File: config.mk
export PLATFORM = sky130hd
export DESIGN_NAME = psram_req_arbiter
export DESIGN_NICKNAME = d
export VERILOG_FILES = /design/src/rtl/psram_arb_pkg.sv /design/src/rtl/psram_arb_sel.sv /design/src/rtl/psram_req_arbiter.sv
export SDC_FILE = /design/constraint.sdc
export NUM_CORES = 1
export LEC_CHECK = 0
export BUFFER_PORTS_ARGS = -buffer_cell sky130_fd_sc_hd__buf_2
export CAP_MARGIN = 5
export CORE_MARGIN = 2
export CORE_UTILIZATION = 45
export DETAILED_ROUTE_END_ITERATION = 7
export PLACE_DENSITY = 0.82
export SLEW_MARGIN = 20
export SYNTH_ARGS = -nofsm -noshare
export SYNTH_HDL_FRONTEND = slang
export SYNTH_SLANG_ARGS = --single-unit
export TNS_END_PERCENT = 10
File: constraint.sdc
create_clock -name HCLK -period 4.7 [get_ports HCLK]
set_clock_uncertainty 0.2 [all_clocks]
set_input_delay 0.705 -clock HCLK [delete_from_list [all_inputs] [get_ports HCLK]]
set_output_delay 0.705 -clock HCLK [all_outputs]
set_load 0.05 [all_outputs]
File: src/rtl/psram_arb_pkg.sv
// Shared definitions for the two-master PSRAM transaction arbiter.
// Covers the FSM encoding, access-size codes and the default starvation limit.
package psram_arb_pkg;

  typedef enum logic [1:0] {
    ST_IDLE  = 2'd0,
    ST_ISSUE = 2'd1,
    ST_WAIT  = 2'd2,
    ST_DONE  = 2'd3
  } arb_state_e;

  localparam logic [1:0] SZ_BYTE = 2'd0;
  localparam logic [1:0] SZ_HALF = 2'd1;
  localparam logic [1:0] SZ_WORD = 2'd2;

  localparam int STARVE_LIMIT_DEF = 4;

endpackage

File: src/rtl/psram_arb_sel.sv
// Winner selection for the PSRAM arbiter: round-robin or fixed priority with an m1 starvation guard.
// Grant is combinational; history (rr_last, starve_cnt) only advances when the top takes the grant.
module psram_arb_sel
  import psram_arb_pkg::*;
#(
  parameter int PRIO_MODE    = 0,
  parameter int STARVE_LIMIT = STARVE_LIMIT_DEF
) (
  input  logic       clk,
  input  logic       rst,
  input  logic [1:0] req,
  input  logic       take,
  output logic [1:0] grant
);

  localparam logic [3:0] LIMIT = 4'(STARVE_LIMIT);

  logic       rr_last_q, rr_last_d;
  logic [3:0] starve_cnt_q, starve_cnt_d;

  always_comb begin
    grant = 2'b00;
    case (req)
      2'b01: grant = 2'b01;
      2'b10: grant = 2'b10;
      2'b11: begin
        if (PRIO_MODE == 0) begin
          grant = rr_last_q ? 2'b01 : 2'b10;
        end else begin
          grant = (starve_cnt_q == LIMIT) ? 2'b10 : 2'b01;
        end
      end
      default: grant = 2'b00;
    endcase
  end

  always_comb begin
    rr_last_d    = rr_last_q;
    starve_cnt_d = starve_cnt_q;
    if (take && (grant != 2'b00)) begin
      rr_last_d = grant[1];
      if (PRIO_MODE != 0) begin
        // Only m0 wins made while m1 is waiting count towards forcing m1.
        if (grant[1]) begin
          starve_cnt_d = 4'd0;
        end else if (req[1]) begin
          starve_cnt_d = (starve_cnt_q >= LIMIT) ? starve_cnt_q : starve_cnt_q + 4'd1;
        end else begin
          starve_cnt_d = 4'd0;
        end
      end
    end
  end

  always_ff @(posedge clk or posedge rst) begin
    if (rst) begin
      rr_last_q    <= 1'b1;
      starve_cnt_q <= 4'd0;
    end else begin
      rr_last_q    <= rr_last_d;
      starve_cnt_q <= starve_cnt_d;
    end
  end

endmodule

File: src/rtl/psram_req_arbiter.sv
// Shares one PSRAM controller transaction port between a CPU master (m0) and a DMA master (m1).
// One transaction at a time: latch winner, pulse s_start, wait for s_done, pulse the owner's done.
module psram_req_arbiter
  import psram_arb_pkg::*;
#(
  parameter int AW           = 24,
  parameter int PRIO_MODE    = 0,
  parameter int STARVE_LIMIT = STARVE_LIMIT_DEF
) (
  input  logic          HCLK,
  input  logic          HRESET,
  input  logic          m0_req,
  input  logic [AW-1:0] m0_addr,
  input  logic          m0_wr,
  input  logic [1:0]    m0_size,
  input  logic [31:0]   m0_wdata,
  output logic          m0_done,
  output logic [31:0]   m0_rdata,
  input  logic          m1_req,
  input  logic [AW-1:0] m1_addr,
  input  logic          m1_wr,
  input  logic [1:0]    m1_size,
  input  logic [31:0]   m1_wdata,
  output logic          m1_done,
  output logic [31:0]   m1_rdata,
  output logic          s_start,
  output logic [AW-1:0] s_addr,
  output logic          s_wr,
  output logic [1:0]    s_size,
  output logic [31:0]   s_wdata,
  input  logic          s_done,
  input  logic [31:0]   s_rdata,
  output logic          busy,
  output logic          owner
);

  arb_state_e    state_q, state_d;
  logic [AW-1:0] s_addr_q, s_addr_d;
  logic          s_wr_q, s_wr_d;
  logic [1:0]    s_size_q, s_size_d;
  logic [31:0]   s_wdata_q, s_wdata_d;
  logic          owner_q, owner_d;
  logic          m0_done_q, m0_done_d;
  logic          m1_done_q, m1_done_d;
  logic [31:0]   m0_rdata_q, m0_rdata_d;
  logic [31:0]   m1_rdata_q, m1_rdata_d;

  logic [1:0] req;
  logic [1:0] grant;
  logic       take;

  assign req = {m1_req, m0_req};

  psram_arb_sel #(
    .PRIO_MODE    (PRIO_MODE),
    .STARVE_LIMIT (STARVE_LIMIT)
  ) u_sel (
    .clk   (HCLK),
    .rst   (HRESET),
    .req   (req),
    .take  (take),
    .grant (grant)
  );

  always_comb begin
    state_d    = state_q;
    s_addr_d   = s_addr_q;
    s_wr_d     = s_wr_q;
    s_size_d   = s_size_q;
    s_wdata_d  = s_wdata_q;
    owner_d    = owner_q;
    m0_done_d  = 1'b0;
    m1_done_d  = 1'b0;
    m0_rdata_d = m0_rdata_q;
    m1_rdata_d = m1_rdata_q;
    take       = 1'b0;

    case (state_q)
      ST_IDLE: begin
        // Requester inputs are only looked at here, so they are free to change while busy.
        if (req != 2'b00) begin
          take    = 1'b1;
          owner_d = grant[1];
          if (grant[1]) begin
            s_addr_d  = m1_addr;
            s_wr_d    = m1_wr;
            s_size_d  = m1_size;
            s_wdata_d = m1_wdata;
          end else begin
            s_addr_d  = m0_addr;
            s_wr_d    = m0_wr;
            s_size_d  = m0_size;
            s_wdata_d = m0_wdata;
          end
          state_d = ST_ISSUE;
        end
      end
      ST_ISSUE: begin
        state_d = ST_WAIT;
      end
      ST_WAIT: begin
        // Completion is routed to the latched owner even if it has since dropped its request.
        if (s_done) begin
          state_d = ST_DONE;
          if (owner_q) begin
            m1_done_d = 1'b1;
            if (!s_wr_q) m1_rdata_d = s_rdata;
          end else begin
            m0_done_d = 1'b1;
            if (!s_wr_q) m0_rdata_d = s_rdata;
          end
        end
      end
      ST_DONE: begin
        state_d = ST_IDLE;
      end
      default: begin
        state_d = ST_IDLE;
      end
    endcase
  end

  always_ff @(posedge HCLK or posedge HRESET) begin
    if (HRESET) begin
      state_q    <= ST_IDLE;
      s_addr_q   <= '0;
      s_wr_q     <= 1'b0;
      s_size_q   <= 2'd0;
      s_wdata_q  <= 32'd0;
      owner_q    <= 1'b0;
      m0_done_q  <= 1'b0;
      m1_done_q  <= 1'b0;
      m0_rdata_q <= 32'd0;
      m1_rdata_q <= 32'd0;
    end else begin
      state_q    <= state_d;
      s_addr_q   <= s_addr_d;
      s_wr_q     <= s_wr_d;
      s_size_q   <= s_size_d;
      s_wdata_q  <= s_wdata_d;
      owner_q    <= owner_d;
      m0_done_q  <= m0_done_d;
      m1_done_q  <= m1_done_d;
      m0_rdata_q <= m0_rdata_d;
      m1_rdata_q <= m1_rdata_d;
    end
  end

  assign s_start  = (state_q == ST_ISSUE);
  assign busy     = (state_q != ST_IDLE);
  assign s_addr   = s_addr_q;
  assign s_wr     = s_wr_q;
  assign s_size   = s_size_q;
  assign s_wdata  = s_wdata_q;
  assign owner    = owner_q;
  assign m0_done  = m0_done_q;
  assign m1_done  = m1_done_q;
  assign m0_rdata = m0_rdata_q;
  assign m1_rdata = m1_rdata_q;

endmodule
==> metrics.md, run 1 <==
| Metric | Value |
|---|---|
| CORE AREA | between 10,000 and 15,000 sq um |
| CP Capture Type | output pin |
| Avg WL per Cell | 16.0 microns |
| Routed WL | 14.7 mm |
| Hold-fix buffers at CTS | 0 |
| Status | finished, final reports clean |
| Crit path launch type | flip-flop |
| Critical path arrival | 1.55 ns |
| Syn avg cell area | 11.2 sq um |
| Full die area | 13,000 sq um |
| Antenna violations before repair | 1 |
| Slew Viols, Final | 0 |
| Vias in the first global route | around 4,600 |
| Number of I/O pins | 283 |
| Worst slew pin tran | 1.14 ns |
| CTS root buffer | clkbuf_16 |
| DR iter-0 viols | 286 |
| Setup-failing EPs final | 0 |
| Layout cells sized above 1 | between 50% and 60% |
| Net count, final | 919 |
| Fin util | 63.0% |
| TritonRoute pass-1 iters | 4 |
| Final Worst Setup Slack | around 2.2 ns |
| Multi-input logic area | between 2000 and 2500 sq um |
| Data required, critical path | between 3 and 4 ns |
| Starting Density | 45.7% |
| Sw frac | 51.2% |
| Area Growth Syn to Fin | 37.8% |
| First-pass GRT wire length | 23.1 mm |
| Antenna viol nets, final | 0 |
| R2R setup slack | 2.29 ns |
| Design area | 7510 sq um |
| Fmax | between 0.4 and 0.5 GHz |
| Mapped Cells | between 400 and 500 |
| Number of max-cap violations | 0 |
| GRT overflow | 0 |
| I/O Buffers | 282 |
| Via density | 5.05 |
| Die width | 114 microns |
| RSZ-0062 raised after global routing | no |
| Logic pwr share | between 50% and 60% |
| XOR/XNOR share of the synthesized area | 0% |
| Hold Path Class | in2async |
| Clk pwr share | approximately 18% |
| # rows | 40 |
| Synth Area in Simple Gates | 8.75% |
| R2r endpoint | m1_rdata[19] |
| Maximum vdd drop | about 0.00043 V |
| Net Count, Synth | between 600 and 700 |
| HPWL after DPL | just over 10 mm |
| Clock-pin slew on the worst setup and hold paths | 0.06 ns |
| Crit path max fanout | 6 |
| Worst slack, placed | ~2.1 ns |
| Routed vias | around 4,700 |
| Seq pwr share | 28.3% |
| GP Congestion | 0.802 |
| Post-synthesis mux area share | 15.5% |
| Cts bufs inserted | 17 |
| Leakage dissipation | 3.94 nW |
| Largest family of logic cells by synthesized area | multiplexers |
| Max Buffers Root-to-Sink | 2 |
| Slew HR | 24.0% |
| Setup_tns | 0 ns |
| Clock net sink count | approximately 130 |
| # H-tree levels | 4 |
| Library cells used by synthesis | 27 |
| Post-CTS sizing | 0 |
| PD cells | 931 nW/um^2 |
| DRC | 0 |
| Synth Area in Compound Gates | 12.1% |
| Adder-cell share of the synthesized area | 0.689% |
| Clk_lat worst skew | approximately 0.40 ns |
| Switch Pwr | 0.00358 W |
| YS warnings | 0 |
| Pin count of the biggest net entering global routing | 73 |
| Crit Path Class | reg2out |
| Number of filler cells placed in the layout | 990 |
| DP Cell Count | 889 |
| Placed cell areas | 6950 sq um |
| Tot GR Track Use | 23.0% |
| Fin crit period | 2.45 ns |
| Worst Reg-to-Reg Cells | 5 |
| Critical R2R Launch | state_q[0] |
| Post-Syn Area | 5450 sq um |
| Synthesis-stage register bit count | 129 |
| Final Hold Viols | 0 |
| CTS tree | yes |
| Sequential area share after synthesis | 59.3% |
| Post-CTS Setup Inserts | 0 |
| Fin cells | 921 |
| Die Y | 114 microns |
| Storage element area | 3230 sq um |
| # diodes | 0 |
| Crit share post-route | 52.2% |
| Internal Power | 0.00341 W |
==> flip-flops by register name, summed over array words and instances, names as in the netlist <==
register	count
m0_rdata	32
m1_rdata	32
s_wdata	32
s_addr	24
s_size	2
state_q	2
m0_done	1
m1_done	1
owner	1
s_wr	1
u_sel.rr_last_q	1
==> power by group through the flow <==
stage | clock (W) | sequential (W) | combinational (W)
global placement | 0 | 0.00195 | 0.00374
global route | 0.00131 | 0.00204 | 0.00399
finish | 0.00124 | 0.00198 | 0.00378
CTS | 0.00126 | 0.00198 | 0.00381
floorplan | 0 | 0.00384 | 0.00103
detailed placement | 0 | 0.00198 | 0.00380
==> worst max path at each step <==
stage                     startpoint           end  cells past startpoint
after CTS                 state_q[0]          busy                      4
final                     state_q[0]          busy                      4
after global placement        m1_req   s_wdata[14]                      5
after global routing      state_q[0]          busy                      4
after detailed placement      s_done  m1_rdata[19]                      4
after floorplan               HRESET       m0_done                      1
==> synth_stat cells (all sizes together) <==
master	count	share of area, %
a21bo	1	0.18
a21boi	1	0.21
a21oi	119	11
a31oi	1	0.11
and3	1	0.11
buf	26	2.8
clkbuf	7	0.51
dfrtp	128	59
dfstp	1	0.48
ha	3	0.69
inv	5	0.34
mux2	65	15
nand2	61	4.2
nand2b	1	0.11
nor2	60	4.1
nor3	1	0.18
o21a	1	0.14
o21ai	2	0.18
o22a	1	0.16
o32a	1	0.18
==> final cells by class <==
type | instances | share of cell area, %
flip-flops and latches | 129 | 43.0
multi-input cells | 319 | 27.3
repair buffers | 289 | 19.5
clock buffers | 20 | 6.08
well taps | 147 | 2.45
clock inverters | 12 | 1.43
inverters | 5 | 0.283
==> metal layers <==
| metal | share of wire [%] | up-vias | track usage [%] |
|---|---|---|---|
| met1 | 41 | 2240 | 28.2 |
| met2 | 51 | 205 | 39.1 |
| li1 | - | 2191 | - |
| met4 | 1.1 | 2 | 7.40 |
| met3 | 6.9 | 14 | 7.12 |
| met5 | 0.088 | - | 0 |
==> placed cells by master, fill, tap and decap left out, types with 3 or more instances in the layout <==
cell / netlist / final
inv_1: 5 / 4
nand2_1: 61 / 61
ha_1: 3 / 3
clkinv_2: 0 / 4
clkbuf_16: 0 / 17
dfrtp_1: 128 / 128
mux2_4: 30 / 30
buf_2: 16 / 282
a21oi_1: 119 / 119
mux2_2: 33 / 33
buf_4: 4 / 7
nor2_1: 60 / 60
clkinvlp_4: 0 / 3
==> cells by family (layout without fill, tap and decap cells) <==
logic type	after synthesis	count (layout)
flops	129	129
compound gates	127	127
simple gates	124	124
mux	65	65
buf+inv	38	326
fa+ha+maj	3	3
==> worst max-delay path, cell delays in order (launching register included) <==
cell     delay [ns]
dfrtp_1        0.39
inv_1          0.09
ha_1           0.31
inv_1          0.12
buf_2          0.23
==> metrics by stage <==
stage	hold WS [ns]	power (W)
5_1_grt	0.301	0.00735
4_1_cts	0.285	0.00704
3_5_place_dp	0.272	0.00578
6_report	0.281	0.00699
2_1_floorplan	0.289	0.00487
3_3_place_gp	0.263	0.00570
No activity file was read; power rests on OpenSTA's default activity.
==> run 2: changes to the inputs <==
- clock period: 4.7 -> 2.3 ns (I/O delays scaled with it)
==> metrics.md, run 2 (synthesized netlist as in run 1, its figures left out) <==
| Metric | Value |
|---|---|
| Maximum vdd drop | 0.000870 V (+100%) |
| Crit share post-route | 90.8% |
| Crit path max fanout | 6 (unchanged) |
| Crit path launch type | flip-flop |
| Slew HR | 76.3% (+52 points) |
| Routed WL | 18.5 mm (+26%) |
| Net count, final | 1,013 (+10%) |
| Die Y | 114 microns (unchanged) |
| # H-tree levels | 4 (unchanged) |
| Post-CTS Setup Inserts | 0 (unchanged) |
| Worst Reg-to-Reg Cells | 6 (+1) |
| Min-Delay Endpoint | m0_rdata[11] |
| Fin crit period | approximately 2.1 ns |
| GRT overflow | 0 (unchanged) |
| DRC | 0 (unchanged) |
| Final Worst Setup Slack | 0.211 ns (-2.04 ns) |
| Max Buffers Root-to-Sink | 2 (unchanged) |
| Die width | 114 microns (unchanged) |
| CORE AREA | 11,900 sq um (unchanged) |
| Setup_tns | 0 ns (unchanged) |
| Leakage dissipation | 4.40 nW (+12%) |
| Vias in the first global route | 5,468 (+19%) |
| Full die area | 13,000 sq um (unchanged) |
| Critical path arrival | 1.54 ns (about the same) |
| Routed vias | 5,294 (+14%) |
| Min Hold Slack | 0.0142 ns (-0.267 ns) |
| Hold path depth | 2 |
| # diodes | 0 (unchanged) |
| First-pass GRT wire length | 28.4 mm (+23%) |
| Clock-pin slew on the worst setup and hold paths | 0.06 ns (about the same) |
| CP Capture Type | output pin |
| Pin count of the biggest net entering global routing | 61 (-16%) |
| Fin cells | 1,014 (+10%) |
| Tot GR Track Use | 28.3% (+5.2 points) |
| Critical R2R Launch | state_q[0] |
| Leading cell type in the layout, fill and taps excluded | buf_2 |
| CTS root buffer | clkbuf_16 |
| Number of I/O pins | 283 (unchanged) |
| Worst slack, placed | 0.418 ns (-1.68 ns) |
| Data required, critical path | 1.75 ns (-2.05 ns) |
| DR iter-0 viols | 480 (+68%) |
| Avg WL per Cell | 18.2 microns (+14%) |
| Clk_lat worst skew | 0.41 ns (about the same) |
| R2r endpoint | m0_rdata[0] |
| Antenna violations before repair | 0 (-1) |
| Status | finished, final reports clean |
| Hold_sp | s_rdata[11] |
| Area Growth Syn to Fin | 58.0% |
| GP Congestion | 0.811 (+1.1%) |
| R2R setup slack | 0.38 ns (-1.91 ns) |
| Final Hold Viols | 0 (unchanged) |
| Layout cells sized above 1 | 45.7% (-4.8 points) |
| Clock net sink count | 129 (unchanged) |
| I/O Buffers | 282 (unchanged) |
| Starting Density | 45.7% (unchanged) |
| RSZ-0062 raised after global routing | no |
| Setup-failing EPs final | 0 (unchanged) |
| Most frequent cells in the layout | buf_2 (282), dfrtp_1 (128), a21oi_1 (119) |
| Design area | 8610 sq um (+15%) |
| CTS tree | yes |
| TritonRoute pass-1 iters | 5 (+1) |
| Placed cell areas | 7060 sq um (+1.6%) |
| Antenna viol nets, final | 0 (unchanged) |
| HPWL after DPL | 10.5 mm (+1.5%) |
| Slew Viols, Final | 0 (unchanged) |
| Number of max-cap violations | 0 (unchanged) |
| PD cells | 1770 nW/um^2 (+90%) |
| # rows | 40 (unchanged) |
| Worst slew pin tran | 0.356 ns (-0.785 ns) |
| Cts bufs inserted | 17 (unchanged) |
| Crit Path Class | reg2out |
| Via density | 5.22 (+3.4%) |
| DP Cell Count | 894 (+0.56%) |
| Fmax | around 0.48 GHz |
| Hold Path Class | in2reg |
==> run 2: cell count changes in the layout (fill, tap and decap cells not counted), moves of 3 or more <==
cell,change
dlygate4sd3_1,+89
buf_12,+6
bufinv_16,+4
clkinv_2,-3
==> run 2: layer usage <==
layer,part of all wire (%),global-route usage (%)
met2,51,50.2
met3,7.4,7.97
met1,38,31.4
met4,3.6,12.8
met5,0,0
==> run 2: area by class of cell <==
cell class                      instances  area, sq um
Fill cell                             782         3300
Clock buffer                           19          453
Clock inverter                         12          204
Sequential cell                       129         3230
Multi-Input combinational cell        319         2050
Timing Repair Buffer                  383         2470
Tap cell                              147          184
Inverter                                5         22.5
==> run 2: worst max-delay path by stage <==
stage | start | endpoint | slack, ns | cells past startpoint
4_1_cts | state_q[0] | busy | 0.20 | 4
3_5_place_dp | state_q[0] | m0_rdata[25] | 0.42 | 6
3_3_place_gp | state_q[0] | m1_rdata[20] | 0.46 | 6
2_1_floorplan | HRESET | m0_done | 0.16 | 1
6_report | state_q[0] | busy | 0.21 | 4
5_1_grt | state_q[0] | busy | 0.11 | 4
==> run 2: stage by stage <==
stage | util (%) | total power (W)
global placement | 59.3 | 0.0117
finish | 72.3 | 0.0152
CTS | 72.3 | 0.0150
floorplan | - | 0.00995
detailed placement | 59.3 | 0.0119
global route | 72.3 | 0.0158
==> run 2: worst max-delay path, cell delays in order, from the launching register on <==
cell and delay [ns]:
dfrtp_1 0.36, inv_1 0.07, ha_1 0.29, inv_1 0.12, buf_2 0.29
==> run 2: power by group <==
group	switching, W	leakage, nW	total, W	internal (W)
Sequential	0.000716	1.52	0.00413	0.00342
Combinational	0.00590	2.57	0.00806	0.00216
Clock	0.00102	0.312	0.00300	0.00198
==> run 2: what timing repair did <==
| item | in CTS | in global routing |
|---|---|---|
| hold buffers | 89 | 0 |
| hold endpoints to repair | 124 | 0 |
| gates resized for setup | 0 | 0 |
